==> src/rtl/mini_mips_pkg.sv <==
// Shared Mini-MIPS definitions used by the fetch front end.
//   fetch_state_t         fetch sequencer states
//   INSTR_BYTES_DEFAULT   bytes per instruction (sequential PC increment)
//   EXC_VECTOR_DEFAULT    exception handler entry address
//   RESET_VECTOR_DEFAULT  first fetch address after reset
package mini_mips_pkg;

  typedef enum logic [1:0] {
    BOOT  = 2'd0,
    FETCH = 2'd1,
    DRAIN = 2'd2,
    HOLD  = 2'd3
  } fetch_state_t;

  localparam int          INSTR_BYTES_DEFAULT  = 4;
  localparam logic [31:0] EXC_VECTOR_DEFAULT   = 32'h8000_0180;
  localparam logic [31:0] RESET_VECTOR_DEFAULT = 32'h0000_0000;

endpackage

==> src/rtl/pc_fetch_unit_if.sv <==
// Instruction-memory fetch handshake.
//   req   fetch request, held by the master until ack
//   addr  fetch address, stable while req=1 and ack=0
//   ack   memory accepted the request and returned data this cycle
// Modports: master = fetch unit, slave = instruction memory.
interface pc_fetch_unit_if #(
  parameter int WIDTH = 32
) ();

  logic             req;
  logic [WIDTH-1:0] addr;
  logic             ack;

  modport master (output req, output addr, input ack);
  modport slave  (input req, input addr, output ack);

endinterface

==> src/rtl/pc_next_sel.sv <==
// Control-event priority mux for the fetch unit.
// Picks the redirect target from exc_valid > eret > redirect_valid,
// force-aligns it to the instruction size and flags a misaligned request.
//   exc_valid, eret, redirect_valid  control events this cycle
//   redirect_pc                      branch/jump target
//   epc                              current exception PC (eret target)
//   target                           aligned target address
//   target_valid                     any control event present
//   misalign                         selected target had low bits set
module pc_next_sel
  import mini_mips_pkg::*;
#(
  parameter int               WIDTH       = 32,
  parameter logic [WIDTH-1:0] EXC_VECTOR  = WIDTH'(EXC_VECTOR_DEFAULT),
  parameter int               INSTR_BYTES = INSTR_BYTES_DEFAULT
) (
  input  logic             exc_valid,
  input  logic             eret,
  input  logic             redirect_valid,
  input  logic [WIDTH-1:0] redirect_pc,
  input  logic [WIDTH-1:0] epc,
  output logic [WIDTH-1:0] target,
  output logic             target_valid,
  output logic             misalign
);

  localparam logic [WIDTH-1:0] LOW_MASK = WIDTH'(INSTR_BYTES - 1);

  logic [WIDTH-1:0] raw;

  always_comb begin
    raw = redirect_pc;
    if (exc_valid) begin
      raw = EXC_VECTOR;
    end else if (eret) begin
      raw = epc;
    end
    target_valid = exc_valid | eret | redirect_valid;
    target       = raw & ~LOW_MASK;
    misalign     = target_valid && ((raw & LOW_MASK) != '0);
  end

endmodule

==> src/rtl/pc_fetch_unit.sv <==
// Program-counter and fetch sequencer for the Mini-MIPS core.
// Issues instruction fetches over a variable-latency req/ack handshake,
// honours decode stall, branch/jump redirect, exception entry (EPC capture)
// and ERET, and delivers {pc_out, fetch_valid} to IF/ID.
//   clk, reset      rising-edge clock; async active-high reset (release is
//                   expected to be synchronised to clk upstream)
//   stall           do not launch the next fetch
//   redirect_valid  branch/jump taken, target redirect_pc
//   exc_valid       exception, target EXC_VECTOR, epc <= exc_pc
//   eret            return to epc
//   imem            fetch handshake (master side)
//   fetch_valid     instruction at pc_out is valid (combinational from ack)
//   pc_out          PC of the delivered instruction, held between deliveries
//   epc             exception PC register
//   misalign_err    1-cycle pulse after a misaligned redirect/eret target
module pc_fetch_unit
  import mini_mips_pkg::*;
#(
  parameter int               WIDTH        = 32,
  parameter logic [WIDTH-1:0] RESET_VECTOR = WIDTH'(RESET_VECTOR_DEFAULT),
  parameter logic [WIDTH-1:0] EXC_VECTOR   = WIDTH'(EXC_VECTOR_DEFAULT),
  parameter int               INSTR_BYTES  = INSTR_BYTES_DEFAULT
) (
  input  logic                clk,
  input  logic                reset,
  input  logic                stall,
  input  logic                redirect_valid,
  input  logic [WIDTH-1:0]    redirect_pc,
  input  logic                exc_valid,
  input  logic [WIDTH-1:0]    exc_pc,
  input  logic                eret,
  pc_fetch_unit_if.master     imem,
  output logic                fetch_valid,
  output logic [WIDTH-1:0]    pc_out,
  output logic [WIDTH-1:0]    epc,
  output logic                misalign_err
);

  localparam logic [1:0] ST_BOOT  = BOOT;
  localparam logic [1:0] ST_FETCH = FETCH;
  localparam logic [1:0] ST_DRAIN = DRAIN;
  localparam logic [1:0] ST_HOLD  = HOLD;

  localparam logic [WIDTH-1:0] INC = WIDTH'(INSTR_BYTES);

  if ((INSTR_BYTES < 1) || ((INSTR_BYTES & (INSTR_BYTES - 1)) != 0)) begin : g_bad_instr_bytes
    $error("pc_fetch_unit: INSTR_BYTES must be a power of two");
  end
  if ((EXC_VECTOR & WIDTH'(INSTR_BYTES - 1)) != '0) begin : g_bad_exc_vector
    $error("pc_fetch_unit: EXC_VECTOR must be instruction aligned");
  end

  logic [1:0]       state;
  logic [WIDTH-1:0] addr;
  logic [WIDTH-1:0] pending;
  logic [WIDTH-1:0] pc_p1;
  logic [WIDTH-1:0] target;
  logic             target_valid;
  logic             misalign;

  pc_next_sel #(
    .WIDTH       (WIDTH),
    .EXC_VECTOR  (EXC_VECTOR),
    .INSTR_BYTES (INSTR_BYTES)
  ) u_next_sel (
    .exc_valid      (exc_valid),
    .eret           (eret),
    .redirect_valid (redirect_valid),
    .redirect_pc    (redirect_pc),
    .epc            (epc),
    .target         (target),
    .target_valid   (target_valid),
    .misalign       (misalign)
  );

  // A request is outstanding in FETCH and DRAIN; it is never retracted.
  assign imem.req  = (state == ST_FETCH) || (state == ST_DRAIN);
  assign imem.addr = addr;

  // Only a plain FETCH ack delivers; DRAIN acks and acks coinciding with a
  // control event carry data for a path that has been abandoned.
  assign fetch_valid = (state == ST_FETCH) && imem.ack && !target_valid;
  assign pc_out      = fetch_valid ? addr : pc_p1;

  always_ff @(posedge clk or posedge reset) begin
    if (reset) begin
      state        <= ST_BOOT;
      addr         <= RESET_VECTOR;
      pending      <= RESET_VECTOR;
      pc_p1        <= '0;
      epc          <= '0;
      misalign_err <= 1'b0;
    end else begin
      misalign_err <= misalign;
      if (exc_valid) begin
        epc <= exc_pc;
      end
      if (fetch_valid) begin
        pc_p1 <= addr;
      end
      case (state)
        // No request outstanding: events retarget the next launch, stall gates it.
        ST_BOOT, ST_HOLD: begin
          if (target_valid) begin
            addr <= target;
          end
          state <= stall ? ST_HOLD : ST_FETCH;
        end
        ST_FETCH: begin
          if (imem.ack) begin
            addr  <= target_valid ? target : addr + INC;
            state <= stall ? ST_HOLD : ST_FETCH;
          end else if (target_valid) begin
            // Address must stay put until the memory answers; park the target.
            pending <= target;
            state   <= ST_DRAIN;
          end
        end
        ST_DRAIN: begin
          if (target_valid) begin
            pending <= target;
          end
          if (imem.ack) begin
            addr  <= target_valid ? target : pending;
            state <= stall ? ST_HOLD : ST_FETCH;
          end
        end
        default: state <= ST_BOOT;
      endcase
    end
  end

endmodule

==> src/flat_wrapper.sv <==
// flat-port wrapper written by rule: the top's interface ports become plain ports
module pc_fetch_unit_flat import mini_mips_pkg::*;
#(
  parameter int               WIDTH        = 32,
  parameter logic [WIDTH-1:0] RESET_VECTOR = WIDTH'(RESET_VECTOR_DEFAULT),
  parameter logic [WIDTH-1:0] EXC_VECTOR   = WIDTH'(EXC_VECTOR_DEFAULT),
  parameter int               INSTR_BYTES  = INSTR_BYTES_DEFAULT
)
  (clk, reset, stall, redirect_valid, redirect_pc, exc_valid, exc_pc, eret, fetch_valid, pc_out, epc, misalign_err, imem_req, imem_addr, imem_ack);
  pc_fetch_unit_if #(.WIDTH(WIDTH)) imem_i ();
  input  logic clk;
  input  logic reset;
  input  logic stall;
  input  logic redirect_valid;
  input  logic [WIDTH-1:0] redirect_pc;
  input  logic exc_valid;
  input  logic [WIDTH-1:0] exc_pc;
  input  logic eret;
  output logic fetch_valid;
  output logic [WIDTH-1:0] pc_out;
  output logic [WIDTH-1:0] epc;
  output logic misalign_err;
  output wire logic [$bits(imem_i.req)-1:0] imem_req;
  output wire logic [$bits(imem_i.addr)-1:0] imem_addr;
  input wire logic [$bits(imem_i.ack)-1:0] imem_ack;
  assign imem_req = imem_i.req;
  assign imem_addr = imem_i.addr;
  assign imem_i.ack = imem_ack;
  pc_fetch_unit #(.WIDTH(WIDTH), .RESET_VECTOR(RESET_VECTOR), .EXC_VECTOR(EXC_VECTOR), .INSTR_BYTES(INSTR_BYTES)) u_core (.clk(clk), .reset(reset), .stall(stall), .redirect_valid(redirect_valid), .redirect_pc(redirect_pc), .exc_valid(exc_valid), .exc_pc(exc_pc), .eret(eret), .imem(imem_i), .fetch_valid(fetch_valid), .pc_out(pc_out), .epc(epc), .misalign_err(misalign_err));
endmodule
==> config.mk <==
export PLATFORM = sky130hd
export DESIGN_NAME = pc_fetch_unit_flat
export DESIGN_NICKNAME = d
export VERILOG_FILES = /design/src/rtl/mini_mips_pkg.sv /design/src/rtl/pc_fetch_unit_if.sv /design/src/rtl/pc_next_sel.sv /design/src/rtl/pc_fetch_unit.sv /design/src/flat_wrapper.sv
export SDC_FILE = /design/constraint.sdc
export NUM_CORES = 1
export LEC_CHECK = 0
export BUFFER_PORTS_ARGS = -buffer_cell sky130_fd_sc_hd__buf_2
export CORE_MARGIN = 10
export CORE_UTILIZATION = 54
export DETAILED_ROUTE_END_ITERATION = 7
export HOLD_SLACK_MARGIN = 0.1
export PLACE_DENSITY = 0.81
export SLEW_MARGIN = 0
export SYNTH_ARGS = -nofsm -noshare
export SYNTH_HDL_FRONTEND = slang
export SYNTH_HIERARCHICAL = 1
export SYNTH_SLANG_ARGS = --single-unit
==> constraint.sdc <==
create_clock -name clk -period 4.25 [get_ports clk]
set_input_delay 0.2125 -clock clk [delete_from_list [all_inputs] [get_ports clk]]
set_output_delay 0.2125 -clock clk [all_outputs]
set_load 0.05 [all_outputs]
==> flow_metrics.env <==
export IMPL_status="finished clean"
export IMPL_insertion_delay_ns=0.42
export IMPL_clkTransAtPathRegs_ns=0.06
export IMPL_initial_core_util_pct=55.0
export IMPL_synth_main_ff_cell="dfrtp_1"
export IMPL_die_h_um=133
export IMPL_drv_slew=0
export IMPL_gp_congestion=0.915
export IMPL_routedWlPerCell_um=21.3
export IMPL_hp_class="input port to flop"
export IMPL_cts_setup_buffers=0
export IMPL_track_usage_pct=24.6
export IMPL_ys_seq_area_share_pct=47.2
export IMPL_crit_required_ns=4.04
export IMPL_arrival_ns=3.02
export IMPL_gr_total_overflow=0
export IMPL_endpoint_kind="primary output"
export IMPL_hpwlAfterDp_mm=15.3
export IMPL_synth_edf_count=0
export IMPL_avgSynthCellArea_um2=10.5
export IMPL_setup_viol=0
export IMPL_syn2layout_area_growth_pct=26.3
export IMPL_port_buffers=169
export IMPL_ant_nets=0
export IMPL_num_antenna_cells=0
export IMPL_first_pass_iters=8
export IMPL_n_fill_cell=980
export IMPL_r2r_end="u_core/imem.addr[17]"
export IMPL_cts_tree="built"
export IMPL_drc=0
export IMPL_path_max_fanout=41
export IMPL_grt_setup_unrepaired="no"
export IMPL_avgViaCountPerCell=6.02
export IMPL_grt_pass1_wl_mm=35.3
export IMPL_min_period_ns=3.23
export IMPL_rows=41
export IMPL_drive_gt1_share_pct=35.2
export IMPL_grt_max_degree=96
export IMPL_reg2reg_slack_ns=1.49
export IMPL_ys_async_sr_fraction_pct=100
export IMPL_p_leak_nw=4.13
export IMPL_grt_pass1_vias=6351
export IMPL_core_area_mm2=0.0126
export IMPL_drt_first_iter_violations=870
export IMPL_yosysWarnings=6
export IMPL_final_nets=919
export IMPL_ys_ff_latch=131
export IMPL_hold_depth=3
export IMPL_cts_sinks=131
export IMPL_drv_cap=0
export IMPL_peakVddDrop_uv=290
export IMPL_antenna_found_initial=0
export IMPL_critPathLaunchType="input port"
export IMPL_crit_reg2reg_launch="u_core/state[0]"
export IMPL_ios=170
export IMPL_holdPathEnd="u_core/misalign_err"
export IMPL_clockRootBuffer="clkbuf_16"
export IMPL_synthCells=662
export IMPL_synth_area_mm2=0.00694
export IMPL_clock_skew_ns=0.00815
export IMPL_wl_mm=21.9
export IMPL_finalHoldViolations=0
export IMPL_power_density_mw_per_mm2=549
export IMPL_finalPower_mw=4.81
export IMPL_worstMarginPinSlew_ns=0.857
export IMPL_finalCritPeriodShare_pct=76.1
export IMPL_numCtsBuffers=17
export IMPL_synthDistinctLibCells=63
export IMPL_path_class="input port to primary output"
export IMPL_finalSetupTns_ns=0
export IMPL_fmax_mhz=309
export IMPL_min_from="redirect_pc[1]"
export IMPL_dr_total_vias=6204
export IMPL_rr_worst_depth=6
export IMPL_dieArea_mm2=0.0178
export IMPL_holdBufCountCts=35
export IMPL_die_w_um=133
export IMPL_htree_levels=4
export IMPL_cts_resized=0
export IMPL_clockBufferDepth=2
export IMPL_slew_headroom_pct=42.9
==> cell families (layout without fill, tap and decap cells) <==
family,after synthesis,in the layout,synth area share [%]
AO/OA/AOI/OAI,159,159,15.1
XOR/XNOR,12,12,1.51
adder cells (fa/ha/maj),3,3,0.541
buffers and inverters,68,263,4.67
flip-flops,131,131,47.2
multiplexers,117,117,18.5
other,1,2,0.0540
AND/OR/NAND/NOR,171,171,12.5
==> critical path: stages <==
cell           delay (ns)
dlygate4sd3_1        0.54
buf_2                0.14
or3_1                0.51
nor2b_1              0.56
nand2_1              0.11
buf_4                0.29
o21ai_0              0.32
buf_2                0.33
==> cells in the mapped netlist, types with 5 or more instances <==
cell type / instances / share of area, %
a21oi_1: 25 / 1.8
nand2_1: 49 / 2.7
dfrtp_1: 131 / 47
nor3_1: 5 / 0.36
and3_1: 10 / 0.90
nand3_1: 14 / 1.0
o21ai_1: 11 / 0.79
nand4_1: 12 / 1.1
xor2_1: 8 / 1.0
mux2_2: 84 / 14
clkbuf_1: 30 / 1.6
mux2i_1: 28 / 4.0
o211ai_1: 7 / 0.76
mux2_1: 5 / 0.81
nor2_1: 46 / 2.5
a22oi_1: 25 / 2.7
o21ai_0: 45 / 3.2
buf_1: 8 / 0.43
inv_1: 18 / 0.97
nor2b_1: 9 / 0.81
a222oi_1: 8 / 1.2
==> registers in the layout, summed over array words and instances (netlist names) <==
| signal | cells |
|---|---|
| u_core/epc | 32 |
| u_core/imem.addr | 32 |
| u_core/misalign_err | 1 |
| u_core/pc_p1 | 32 |
| u_core/pending | 32 |
| u_core/state | 2 |
==> where the power goes <==
| part | internal [mW] | switching [mW] |
|---|---|---|
| clock network | 0.906 | 0.532 |
| logic | 0.476 | 1.14 |
| registers | 1.52 | 0.241 |
| total | 2.90 | 1.91 |
==> routing by layer <==
layer | part of all wire [%] | GRT usage (%)
met5 | 0 | 0
met4 | 1.5 | 8.40
met3 | 9.9 | 8.38
met2 | 47 | 37.7
met1 | 42 | 31.8
==> layout by cell type, fill, tap and decap left out, types with 3 or more instances in the layout <==
cell,n
buf_2,168
dfrtp_1,131
mux2_2,84
nand2_1,49
o21ai_0,45
nor2_1,45
dlygate4sd3_1,35
mux2i_1,28
a22oi_1,25
a21oi_1,25
clkbuf_16,17
inv_1,17
nand3_1,14
nand4_1,12
o21ai_1,11
and3_1,10
nor2b_1,9
xor2_1,8
a222oi_1,8
o211ai_1,7
buf_4,7
mux2_1,5
nor3_1,5
clkinv_2,4
nor4_1,4
xnor2_1,4
o22ai_1,4
clkbuf_8,3
clkbuf_1,3
or3_1,3
a22o_1,3
a32oi_1,3
a221o_1,3
and4_1,3
nand2b_1,3
ha_1,3
a211o_1,3
==> stage by stage <==
stage	instances	setup slack (ns)	instance area (um2)	utilization (%)	hold WS, ns
final	1030	1.02	8760	69.4	0.191
after global routing	1030	0.823	8760	69.4	0.219
after CTS	1030	1.09	8760	69.4	0.170
after detailed placement	963	1.58	7830	62.1	0.447
after global placement	963	1.60	7830	62.1	0.432
after floorplan	663	0.540	6940	-	0.348
==> final cells by class <==
class	count	area [um2]	share of cell area (%)
clock inverters	9	104	1.19
repair buffers	211	1260	14.4
flip-flops and latches	131	3280	37.4
well taps	172	215	2.46
inverters	20	80.1	0.914
multi-input cells	464	3340	38.2
clock buffers	23	478	5.45
==> worst max path at each step <==
stage,from,end,slack [ns],cells after the start
after global placement,u_core/state[0],u_core/imem.addr[17],1.60,6
after global routing,redirect_valid,pc_out[16],0.82,8
after detailed placement,u_core/state[0],u_core/imem.addr[17],1.58,6
after CTS,redirect_valid,pc_out[16],1.09,8
after floorplan,reset,u_core/epc[0],0.54,1
final,redirect_valid,pc_out[16],1.02,8
Power figures use the tool's default switching activity.
